<file path="config.mk">
export PLATFORM = sky130hd
export DESIGN_NAME = nes_multipad_reader
export DESIGN_NICKNAME = d
export VERILOG_FILES = /design/src/rtl/nes_multipad_reader.sv
export SDC_FILE = /design/constraint.sdc
export NUM_CORES = 1
export LEC_CHECK = 0
export BUFFER_PORTS_ARGS = -buffer_cell sky130_fd_sc_hd__buf_4
export CORE_ASPECT_RATIO = 1.25
export CORE_MARGIN = 2
export CORE_UTILIZATION = 55
export DETAILED_ROUTE_END_ITERATION = 8
export MAX_ROUTING_LAYER = met4
export PLACE_DENSITY_LB_ADDON = 0.12
export SETUP_SLACK_MARGIN = 0.5
export SYNTH_ARGS = -nofsm -noshare
export SYNTH_HDL_FRONTEND = slang
export SYNTH_SLANG_ARGS = --single-unit
</file>
<file path="constraint.sdc">
create_clock -name clk_900KHz -period 4.1 [get_ports clk_900KHz]
set_clock_uncertainty 0.1 [all_clocks]
set_input_delay 0.82 -clock clk_900KHz [delete_from_list [all_inputs] [get_ports clk_900KHz]]
set_output_delay 0.82 -clock clk_900KHz [all_outputs]
set_load 0.01 [all_outputs]
</file>
<file path="src/rtl/nes_multipad_reader.sv">
// Multi-pad NES/SNES serial controller reader: drives shared latch and shift clock,
// deserialises every pad in parallel and publishes button state with edge flags.
module nes_multipad_reader #(
    parameter int NUM_PADS      = 2,
    parameter int BITS          = 8,
    parameter int HALF_PERIOD   = 3,
    parameter int LATCH_CYCLES  = 11,
    parameter int POLL_INTERVAL = 15000
) (
    input  logic                     clk_900KHz,
    input  logic                     reset,
    input  logic [NUM_PADS-1:0]      data_in,
    input  logic                     poll_en,
    output logic                     latch_out,
    output logic                     pad_clk_out,
    output logic [NUM_PADS*BITS-1:0] buttons,
    output logic [NUM_PADS*BITS-1:0] pressed,
    output logic [NUM_PADS*BITS-1:0] released,
    output logic                     frame_valid,
    output logic                     busy
);

    localparam int W         = NUM_PADS * BITS;
    localparam int PHASE_MAX = (LATCH_CYCLES > HALF_PERIOD) ? LATCH_CYCLES : HALF_PERIOD;
    localparam int CW        = $clog2(PHASE_MAX + 1);
    localparam int IW        = (POLL_INTERVAL > 1) ? $clog2(POLL_INTERVAL) : 1;
    localparam int BW        = $clog2(BITS + 1);

    localparam logic [CW-1:0] LATCH_LAST = CW'(LATCH_CYCLES - 1);
    localparam logic [CW-1:0] HALF_LAST  = CW'(HALF_PERIOD - 1);
    localparam logic [IW-1:0] RELOAD     = IW'(POLL_INTERVAL - 1);
    localparam logic [BW-1:0] BITS_W     = BW'(BITS);

    typedef enum logic [2:0] {
        IDLE,
        LATCH,
        GAP,
        CLK_HI,
        CLK_LO,
        UPDATE
    } state_t;

    state_t          state_q, state_d;
    logic [CW-1:0]   phase_q, phase_d;
    logic [BW-1:0]   bit_q, bit_d;
    logic [IW-1:0]   interval_q, interval_d;
    logic [NUM_PADS-1:0] sync1_q, sync2_q;
    logic [W-1:0]    shift_q, shift_d;
    logic [W-1:0]    buttons_q, pressed_q, released_q;
    logic            latch_q, pclk_q, fv_q, busy_q;
    logic            sample;
    logic [BITS-1:0] lane;

    always_comb begin
        state_d = state_q;
        phase_d = phase_q + 1'b1;
        bit_d   = bit_q;
        sample  = 1'b0;
        case (state_q)
            IDLE: begin
                phase_d = '0;
                bit_d   = '0;
                if (poll_en && interval_q == '0) state_d = LATCH;
            end
            LATCH: begin
                if (phase_q == LATCH_LAST) begin
                    state_d = GAP;
                    phase_d = '0;
                end
            end
            GAP: begin
                if (phase_q == HALF_LAST) begin
                    sample  = 1'b1;
                    bit_d   = BW'(1);
                    phase_d = '0;
                    state_d = (BITS > 1) ? CLK_HI : UPDATE;
                end
            end
            CLK_HI: begin
                if (phase_q == HALF_LAST) begin
                    state_d = CLK_LO;
                    phase_d = '0;
                end
            end
            CLK_LO: begin
                if (phase_q == HALF_LAST) begin
                    sample  = 1'b1;
                    bit_d   = bit_q + 1'b1;
                    phase_d = '0;
                    state_d = (bit_q + 1'b1 < BITS_W) ? CLK_HI : UPDATE;
                end
            end
            UPDATE: begin
                state_d = IDLE;
                phase_d = '0;
            end
            default: begin
                state_d = IDLE;
                phase_d = '0;
            end
        endcase
    end

    // Frame-to-frame spacing counts from LATCH entry, so it keeps running during the frame.
    always_comb begin
        interval_d = interval_q;
        if (state_q == IDLE && state_d == LATCH) interval_d = RELOAD;
        else if (interval_q != '0) interval_d = interval_q - 1'b1;
    end

    // Each pad lane shifts right so the first bit received ends up at bit 0.
    always_comb begin
        shift_d = shift_q;
        lane    = '1;
        if (sample) begin
            for (int p = 0; p < NUM_PADS; p++) begin
                lane            = shift_q[p*BITS +: BITS] >> 1;
                lane[BITS-1]    = sync2_q[p];
                shift_d[p*BITS +: BITS] = lane;
            end
        end
    end

    always_ff @(posedge clk_900KHz or negedge reset) begin
        if (!reset) begin
            state_q    <= IDLE;
            phase_q    <= '0;
            bit_q      <= '0;
            interval_q <= '0;
            sync1_q    <= '1;
            sync2_q    <= '1;
            shift_q    <= '1;
        end else begin
            state_q    <= state_d;
            phase_q    <= phase_d;
            bit_q      <= bit_d;
            interval_q <= interval_d;
            sync1_q    <= data_in;
            sync2_q    <= sync1_q;
            shift_q    <= shift_d;
        end
    end

    // Pin strobes are registered from the next state so they stay glitch-free yet line up with the FSM.
    always_ff @(posedge clk_900KHz or negedge reset) begin
        if (!reset) begin
            latch_q    <= 1'b0;
            pclk_q     <= 1'b0;
            busy_q     <= 1'b0;
            fv_q       <= 1'b0;
            buttons_q  <= '0;
            pressed_q  <= '0;
            released_q <= '0;
        end else begin
            latch_q <= (state_d == LATCH);
            pclk_q  <= (state_d == CLK_HI);
            busy_q  <= (state_d != IDLE);
            fv_q    <= (state_q == UPDATE);
            if (state_q == UPDATE) begin
                buttons_q  <= ~shift_q;
                pressed_q  <= ~shift_q & ~buttons_q;
                released_q <= shift_q & buttons_q;
            end
        end
    end

    assign latch_out   = latch_q;
    assign pad_clk_out = pclk_q;
    assign busy        = busy_q;
    assign frame_valid = fv_q;
    assign buttons     = buttons_q;
    assign pressed     = pressed_q;
    assign released    = released_q;

endmodule

</file>
======== Word level (Yosys, flattened, before mapping) ========
Cells that the tools add are included.
cells by class
  muxes and demuxes ....................... 17
  $add $sub $neg .......................... 3
  magnitude comparators ................... 1
  reduce and logical (&&, ||, !) cells .... 11
  equal/unequal tests ..................... 11
  bitwise gates (word level) .............. 4
operator list
  operator                 count
  $and A16 B16 Y16         2
  $not A16 Y16             2
  $mux W14                 2
  $mux W3                  6
  $mux W4                  4
  $pmux W3 S5              1
  $logic_not A14 Y1        1
  $reduce_bool A14 Y1      1
  $sub A14 B1 Y14 const B  1
  $pmux W4 S3              1
  $eq A3 B2 Y1 const B     3
  $add A4 B1 Y4 const B    2
  $pmux W4 S2              1
  $eq A3 B1 Y1 const B     2
  $eq A3 B3 Y1 const B     2
  $reduce_bool A3 Y1       2
  $eq A4 B2 Y1 const B     1
  $eq A4 B4 Y1 const B     1
  $lt A4 B4 Y1 const B     1
  $ne A2 B2 Y1 const B     2
  $logic_not A3 Y1         1
  $reduce_and A3 Y1        1
  $reduce_or A3 Y1         1
  $logic_and A1 B1 Y1      2
  3 further kinds          4
storage, ports and cells
  word-level logic and storage cells ...... 61
  register bits after elaboration ......... 97
  bits of input ports ..................... 5

======== Logic depth before layout (Yosys ltp) ========
Gate-level depths: netlist of run 1.
  word-level depth ........................ 8
  mapped depth ............................ 7
  depth with buffers taken out ............ 6

======== Worst setup path after synthesis of run 1 ========
No wires, ideal clock.
  path type ............................... reg2reg
  from .................................... register interval_q[0]
  to ...................................... register interval_q[13]
  arrival ................................. 1.935 ns
  data required time ...................... 3.875 ns
  stages on the path, launching flop included .. 8
  period minus slack after synthesis ...... 2.161 ns
  setup time .............................. 0.125 ns
  slack ................................... 1.939 ns
  cells stage by stage .................... dfrtp_1 inv_1 ha_1 or4b_4 or4_4 buf_6 o21bai_2 mux2i_1
between the ends
  longest elaborated chain between the ends .. 7
  elaborated cells between the ends (all ways) .. 11
  classes of those cells .................. add/sub: 1; eq/ne: 1; mux: 4; reduce/logical: 5
ends and longest elaborated chain
  element                                         RTL line  text
  start: declaration                              46        logic [IW-1:0] interval_q, interval_d;
  start signal: assignment                        137       interval_q <= interval_d;
  $logic_not A14 Y1                               63        if (poll_en && interval_q == '0) state_d = LATCH;
  $logic_and A1 B1 Y1                             63
  $mux W3                                         63
  $pmux W3 S5                                     59        case (state_q)
  $eq A3 B1 Y1                                    107       if (state_q == IDLE && state_d == LATCH) interval_d = RELOAD;
  $logic_and A1 B1 Y1                             107
  $mux W14 or $reduce_bool A2 Y1 (tied branches)  --
Parallel ways exist; a longest one is shown, timed or not. The select of a mux whose other input is x is not followed.
A chain may end at the register's enable or synchronous reset.

======== Worst setup path after layout of run 1 ========
  from .................................... register interval_q[0]
  to ...................................... register interval_q[3]
The elaborated chain is that of the path after synthesis.

==> results.txt, run 1 <==
- Cells with a size suffix above 1 make up 30.07% of the layout.
- Post-CTS timing repair inserted 0 buffers for setup.
- Post-synthesis sequential area ratio: 60.18%
- WL final: 7148 um
- Clock transition at path regs: roughly 0.09 ns
- Cells along the critical path: inv_1, ha_1, or4b_4, nor4_2, nor4_1, xor2_1
* Power density cells: 345.5 nW/um^2
* Via count: 2847
* Master of the slowest instance on the critical path: sky130_fd_sc_hd__nor4_2
- Source of the worst register-to-register timing path: interval_q[0]
- Nets: 434
* Average cell area after synthesis: 10.98 sq um
- Largest net degree at the start of global routing: 52
- Worst hold path stage count: 0
- In the synthesized netlist, the number of instances is 371.
- Shortest clock period the worst path allows after layout: 2.364 ns
* TritonCTS clock tree: built
- TritonRoute pass-1 iters: 4
- # diodes: 0
- Maximum ir drop on the vdd rail: 0.0002114 V
- The synthesized netlist contains 54 unique library cells.
* H-tree levels: 3
* DRC Markers: 0
* Result of the run: complete, no violations
- Quantity of I/O buffers inserted on ports: 56
* First DRT Iteration DRCs: 204
* Global route total overflow: 0
* Height of the chip: between 100 and 150 um
- The number of buffers and inverters on the critical path is 1.
* Number of gates on the worst path with buffers counted: 6
* Number of antenna violations at the first check in global routing: 0
- Die span in x: 80.99 um
* Via count of the first global-routing pass: 2631
- Dividing the detail-routed via count by the number of cells gives about 5.5.
- 57 I/O pins were placed.
- Beginning of the worst hold path: sync1_q[1]
- Max Cap Viol: 0
- The endpoint identified for the worst register-to-register timing path is interval_q[3].
- Maximum fanout along the worst path: 7
- Placed wire-length estimate: approximately 4900 um
- Critical Path Source Type: flip-flop
* CTS Hold Bufs: 0
- Setup violations remaining at the end of the flow were counted as 0.
- CP Capture Type: flip-flop
- Counting cells, the worst reg-to-reg path comes to 6.
* Crit path max-delay family: simple AND/OR/NAND/NOR gates
- After detailed routing, the average wire length per cell comes to ~14 um.
* Final standard cell utilization of the core: 65.75%
- Number of warning messages in the yosys log: 0
- In this run the remaining antenna-violating nets after routing total 0.
* Setup WS pre-CTS: 1.776 ns
- Flip-flop cell with the highest count after synthesis: sky130_fd_sc_hd__dfrtp_1
- Once placement finished, the instance area stood at ~4600 sq um.
- EDFF count, synth: 0
* Leakage: 2.138 nW
* Gr usage total: 19.79%
- The worst path meets setup with approximately 1.7 ns of slack.
- Worst Path Required: 4.23 ns
* P&R area growth vs syn: 17.29%
- After synthesis the netlist holds a flip-flop and latch count of 97.
- For the final routed database, the setup TNS stands at 0 ns.
* Arrival time of data at the critical path endpoint: 2.49 ns
- Gates resized during post-CTS repair numbered 0.
- Num CTS Buffers: 9
* Total die area: 8118 sq um
- Achievable clock frequency: approximately 0.42 GHz
- The worst hold path terminates at sync2_q[1].
- Async SR Flop Fraction: 100.0%
- Counting the fill cells in the layout gives about 580.
- Footprint of the flip-flops and latches: 2452 sq um
* Placeable core area: 7269 sq um
- Endpoints failing hold: 0
* Maximum clock insertion buffer count: 2
- Rows: 35
- Peak per-stage delay on the critical path: 0.63 ns
- Number of pins with negative max-slew slack in the final report: 0
* Worst-Margin Slew: just over 0.8 ns
- The initial utilization of the core area, before any placement, comes to 56.06%.
* Mapped Area: 4075 sq um
* Unrepaired setup endpoints after global routing: false
- WS Path Type: reg2reg
- Footprint of the multi-input gates: 1534 sq um
* Path class of the lowest-slack min-delay path: reg2reg
* Root Driver: sky130_fd_sc_hd__clkbuf_8
- The first global-routing pass estimated 12230 um of wire.
* Final non-filler cell area: ~4800 sq um
- For this design, the sink count on the clock tree is 97.
- GPL Wtd Cong: 0.8685
* Reg2reg setup slack: approximately 1.7 ns
- For the worst-skew pair, the clock arrives at the later sink with an insertion delay of between 0.3 and 0.4 ns.
- The worst pin sits at a relative slew slack of 44.93%.
- Hold is met by 0.2638 ns.
- Synthesized Nets: around 380
- Dividing the final minimum period by the clock period gives between 50% and 60%.
## state kept, by name, summed over array words and instances, names as in the netlist
register	flops
buttons	16
frame_valid	1
phase_q	4
bit_q	4
released	16
busy	1
sync2_q	2
state_q	3
pad_clk_out	1
sync1_q	2
shift_q	16
latch_out	1
pressed	16
interval_q	14
## worst max-delay path by stage
stage                        startpoint              to
after global routing         state_q[1]     released[7]
after global placement    interval_q[0]   interval_q[5]
after floorplan           interval_q[0]  interval_q[13]
final                     interval_q[0]   interval_q[3]
after CTS                 interval_q[0]   interval_q[7]
after detailed placement  interval_q[0]   interval_q[7]
## final cells by class
class | instances | share of cell area (%)
well taps | 92 | 2.408
clock inverters | 6 | 1.571
repair buffers | 59 | 9.267
multi-input cells | 251 | 32.09
inverters | 6 | 0.4712
flip-flops and latches | 97 | 51.31
clock buffers | 10 | 2.880
## cell usage after synthesis, drive strengths merged (3+ instances only)
library cell	count	share of area [%]
o31ai	17	3.1
a21oi	11	1.5
o21ai	39	4.8
or3b	3	0.64
nand3	6	0.74
ha	5	1.5
mux2	16	4.4
dfrtp	77	47
dfstp	20	13
nor3	10	1.5
nor4	5	0.92
mux2i	3	0.74
xor2	5	1.1
nor2	13	1.3
clkbuf	15	1.4
or4	3	0.74
nand2	78	7.2
xnor2	4	0.86
or3	3	0.46
inv	6	0.55
## per-layer routing
metal,vias up,global-route usage [%],wire (um)
li1,1401,-,-
met3,13,2.428,260
met4,0,9.257,144
met1,1370,26.70,3259
met5,-,-,0
met2,63,30.01,3484
## per-stage QoR
stage / total power, mW / cells
final: 1.651 / 521
after global routing: 1.717 / 521
after CTS: 1.675 / 521
after detailed placement: 1.028 / 505
after global placement: 1.027 / 505
after floorplan: 1.001 / 371
## cell usage in the layout, fill, tap and decap left out, types with 3 or more instances in the layout
cell type                  Yosys  routed
sky130_fd_sc_hd__nand2_1      78      77
sky130_fd_sc_hd__dfrtp_1      77      77
sky130_fd_sc_hd__buf_4         0      59
sky130_fd_sc_hd__o21ai_0      38      38
sky130_fd_sc_hd__dfstp_2      20      20
sky130_fd_sc_hd__o31ai_1      17      17
sky130_fd_sc_hd__mux2_2       16      16
sky130_fd_sc_hd__nor2_1       12      12
sky130_fd_sc_hd__clkbuf_8      0      10
sky130_fd_sc_hd__a21oi_1       9       9
sky130_fd_sc_hd__nor3_1        8       8
sky130_fd_sc_hd__inv_1         6       6
sky130_fd_sc_hd__nand3_1       6       6
sky130_fd_sc_hd__xor2_1        5       5
sky130_fd_sc_hd__ha_1          5       5
sky130_fd_sc_hd__xnor2_1       4       4
sky130_fd_sc_hd__nor4_1        4       4
sky130_fd_sc_hd__or3_1         3       3
sky130_fd_sc_hd__mux2i_1       3       3
## where the power goes
part / switching, mW / total [mW] / internal, mW
registers: 0.00838 / 0.980 / 0.971
logic: 0.0197 / 0.0283 / 0.00866
clock network: 0.336 / 0.643 / 0.307
total: 0.364 / 1.65 / 1.29
## cells by family (layout without fill, tap and decap cells)
| logic type | count (synthesis) | in the layout | synth area share (%) |
|---|---|---|---|
| AOI/OAI and AO/OA | 81 | 81 | 12.37 |
| DFF | 97 | 97 | 60.18 |
| and+or+nand+nor | 137 | 137 | 16.49 |
| buffers and inverters | 23 | 81 | 2.333 |
| adders and majority gates | 5 | 5 | 1.535 |
| xor gates and xnor gates | 9 | 9 | 1.934 |
| muxes | 19 | 19 | 5.158 |
(Power assumes the default switching activity.)
==> run 2, diff against run 1 <==
==> constraint.sdc (replaced) <==
create_clock -name clk_900KHz -period 2.35 [get_ports clk_900KHz]
set_clock_uncertainty 0.1 [all_clocks]
set_input_delay 0.47 -clock clk_900KHz [delete_from_list [all_inputs] [get_ports clk_900KHz]]
set_output_delay 0.47 -clock clk_900KHz [all_outputs]
set_load 0.01 [all_outputs]
==> run 2 against run 1 <==
Effect of this change:
- final area rose by 8.0%
- fmax up 10%
- critical endpoint is now interval_q[7]
- sequential power grew 74%
- die area unchanged
- setup slack lost 1.5 ns
- combinational power increased by 91%
- clock power up 66%
- cell count is 4.8% higher
- sequential share of layout area is 3.8 points lower
- core utilization is 5.2 points higher
- hold slack got worse by 0.17 ns
==> results.txt, run 2 (same netlist as run 1, synthesis figures left out) <==
* DRT antenna net count: 0 (unchanged)
* Maximum fanout along the worst path: 6 (-1)
- Maximum clock insertion buffer count: 2 (unchanged)
- The power per unit of standard cell area came to 548.1 nW/um^2 (+59%).
- Wire length of the first global-routing pass: 12850 um (+5.1%)
- The part of the total power dissipated in combinational logic is 1.9% (+0.2 points).
- Path class of the lowest-slack min-delay path: in2reg
- The kind of cell with the highest combined delay along the critical path is simple AND/OR/NAND/NOR gates.
* Achievable clock frequency: 0.4672 GHz (+10%)
- Critical Path Source Type: flip-flop
* Area after DPL: 4632 sq um (+1.4%)
* Largest net degree at the start of global routing: 98 (+88%)
- The die area is 8118 sq um (unchanged).
* Worst-Margin Slew: 0.5338 ns (-0.2921 ns)
- Tracing the worst setup path back leads to its startpoint at interval_q[1].
- Part of the power in registers: 60.4% (+1.1 points)
- The clock latency at the later pin of the worst-skew pair is 0.37 ns (about the same).
- The leftover overflow at the end of global routing was 0 (unchanged).
- The via count of the first global-routing pass came to 2716 (+3.2%).
- The post-layout worst setup margin is 0.2095 ns (-1.526 ns).
- Root Driver: sky130_fd_sc_hd__clkbuf_8
- The final critical-path share of the clock period was 91.09% (+33 points).
- TritonCTS clock tree: built
- The minimum setup slack after placement is 0.1620 ns (-1.614 ns).
- Relative to the synthesized area, the layout overhead comes to 26.65%.
* Internal power of the cells: 2.133 mW (+66%)
- Net Sw Frac: 24.59% (+2.5 points)
* WL final: 7757 um (+8.5%)
- Endpoints failing hold: 0 (unchanged)
* Summed negative setup slack over all endpoints: 0 ns (unchanged)
* Cells along the critical path: inv_2, ha_4, or4b_4, or4_4, nor2_4, a211oi_2
* Num CTS Buffers: 9 (unchanged)
- The detailed placer's ending HPWL is 4816 um (-2.1%).
- Number of placed I/O pins: 57 (unchanged)
- Beginning of the worst hold path: data_in[1]
- Source of the worst register-to-register timing path: interval_q[1]
* CP Capture Type: flip-flop
- The time the final worst path needs with I/O delays and setup came to 2.141 ns (-0.2239 ns).
- Detail-routed net length per standard cell: 14.21 um (+3.6%)
- The total number of placement rows was 35 (unchanged).
* Bufs and invs on worst path: 1 (unchanged)
- The largest individual stage delay along the critical path comes from the cell sky130_fd_sc_hd__or4_4.
* Setup violations, final: 0 (unchanged)
* Number of pins with negative max-slew slack in the final report: 0 (unchanged)
- The global-route total usage across every layer came to 21.21% (+1.4 points).
* GPL Wtd Cong: 0.8266 (-4.8%)
* Height of the chip: 100.2 um (unchanged)
* Nets: 459 (+5.8%)
- Quantity of I/O buffers inserted on ports: 56 (unchanged)
- The number of levels in the clock H-tree came to 3 (unchanged).
* Arrival time of data at the critical path endpoint: 2.29 ns (-0.20 ns)
- The critical path is of the reg2reg type.
- The part of the power in the clock network was 37.7% (-1.3 points).
* Tightest hold margin: 0.08891 ns (-0.1749 ns)
- Result of the run: complete, no violations
* Final non-filler cell area: 5161 sq um (+8.0%)
* Most common cell after layout, fill and taps aside: sky130_fd_sc_hd__buf_4
- DRC Markers: 0 (unchanged)
- In the layout the commonest cells are sky130_fd_sc_hd__buf_4, sky130_fd_sc_hd__nand2_1, sky130_fd_sc_hd__dfrtp_1.
- Peak per-stage delay on the critical path: 0.59 ns (-0.04 ns)
- Via-to-Cell Ratio: 5.377 (-1.6%)
* Die span in x: 80.99 um (unchanged)
* Leakage: 2.304 nW (+7.7%)
- Layout cells sized above 1: 38.77% (+8.7 points)
* Clock transition at path regs: 0.11 ns (+0.02 ns)
* # diodes: 0 (unchanged)
- The tightest slew margin relative to the limit was 64.09% (+19 points).
- Unrepaired setup endpoints after global routing: true
* TritonRoute pass-1 iters: 4 (unchanged)
* Placeable core area: 7269 sq um (unchanged)
* Maximum ir drop on the vdd rail: 0.0003643 V (+72%)
* Number of antenna violations at the first check in global routing: 0 (unchanged)
- TritonCTS sink count: 97 (unchanged)
* Max Cap Viol: 0 (unchanged)
- Final Power: 2.829 mW (+71%)
- The routed via count was 2936 (+3.1%).
- First DRT Iteration DRCs: 174 (-15%)
- Worst Path Required: 2.50 ns (-1.73 ns)
- The net switching component of the power is 0.6954 mW (+91%).
- The initial core utilization is 56.06% (unchanged).
[run 2: what timing repair did]
action,CTS,global route
setup buffers,13,7
hold buffers,1,0
pin swaps,9,11
endpoints found under the hold margin,13,0
cloned,1,0
setup endpoints to repair,34,88
resized for setup,23,15
[run 2: final cells by class]
| type | instances | area (sq um) |
|---|---|---|
| Inverter | 6 | 22.52 |
| Sequential cell | 97 | 2454 |
| Timing Repair Buffer | 83 | 661.9 |
| Tap cell | 92 | 115.1 |
| Clock inverter | 7 | 72.57 |
| Clock buffer | 9 | 123.9 |
| Fill cell | 549 | 2108 |
| Multi-Input combinational cell | 252 | 1712 |
[run 2: path summary, 6_finish.rpt]
path	endpoint	slack, ns	cells past startpoint
worst max-delay path	interval_q[7]	0.21	6
worst min-delay path	sync1_q[1]	0.09	1
worst max register to register	interval_q[7]	0.21	6
worst min register to register	sync2_q[0]	0.26	0
max in group asynchronous	shift_q[4]	1.13	3
min in group asynchronous	released[12]	0.39	2
[run 2: through the flow]
step	std cells	utilization [%]
after global routing	546	71.00
final	546	71.00
after CTS	539	69.59
after global placement	508	63.72
after floorplan	371	-
after detailed placement	508	63.72
[run 2: power by group through the flow]
stage | Combinational [mW] | Sequential [mW] | Clock [mW]
6_report | 0.0540 | 1.71 | 1.07
5_1_grt | 0.0633 | 1.71 | 1.16
3_3_place_gp | 0.0539 | 1.74 | 0
3_5_place_dp | 0.0553 | 1.74 | 0
2_1_floorplan | 0.0111 | 1.74 | 0
4_1_cts | 0.0575 | 1.71 | 1.09
[run 2: per-layer routing]
layer | global-route usage, % | part of all wire, %
met1 | 29.19 | 47
met2 | 31.66 | 48
met3 | 2.788 | 3.7
met4 | 9.387 | 2.0
met5 | - | 0
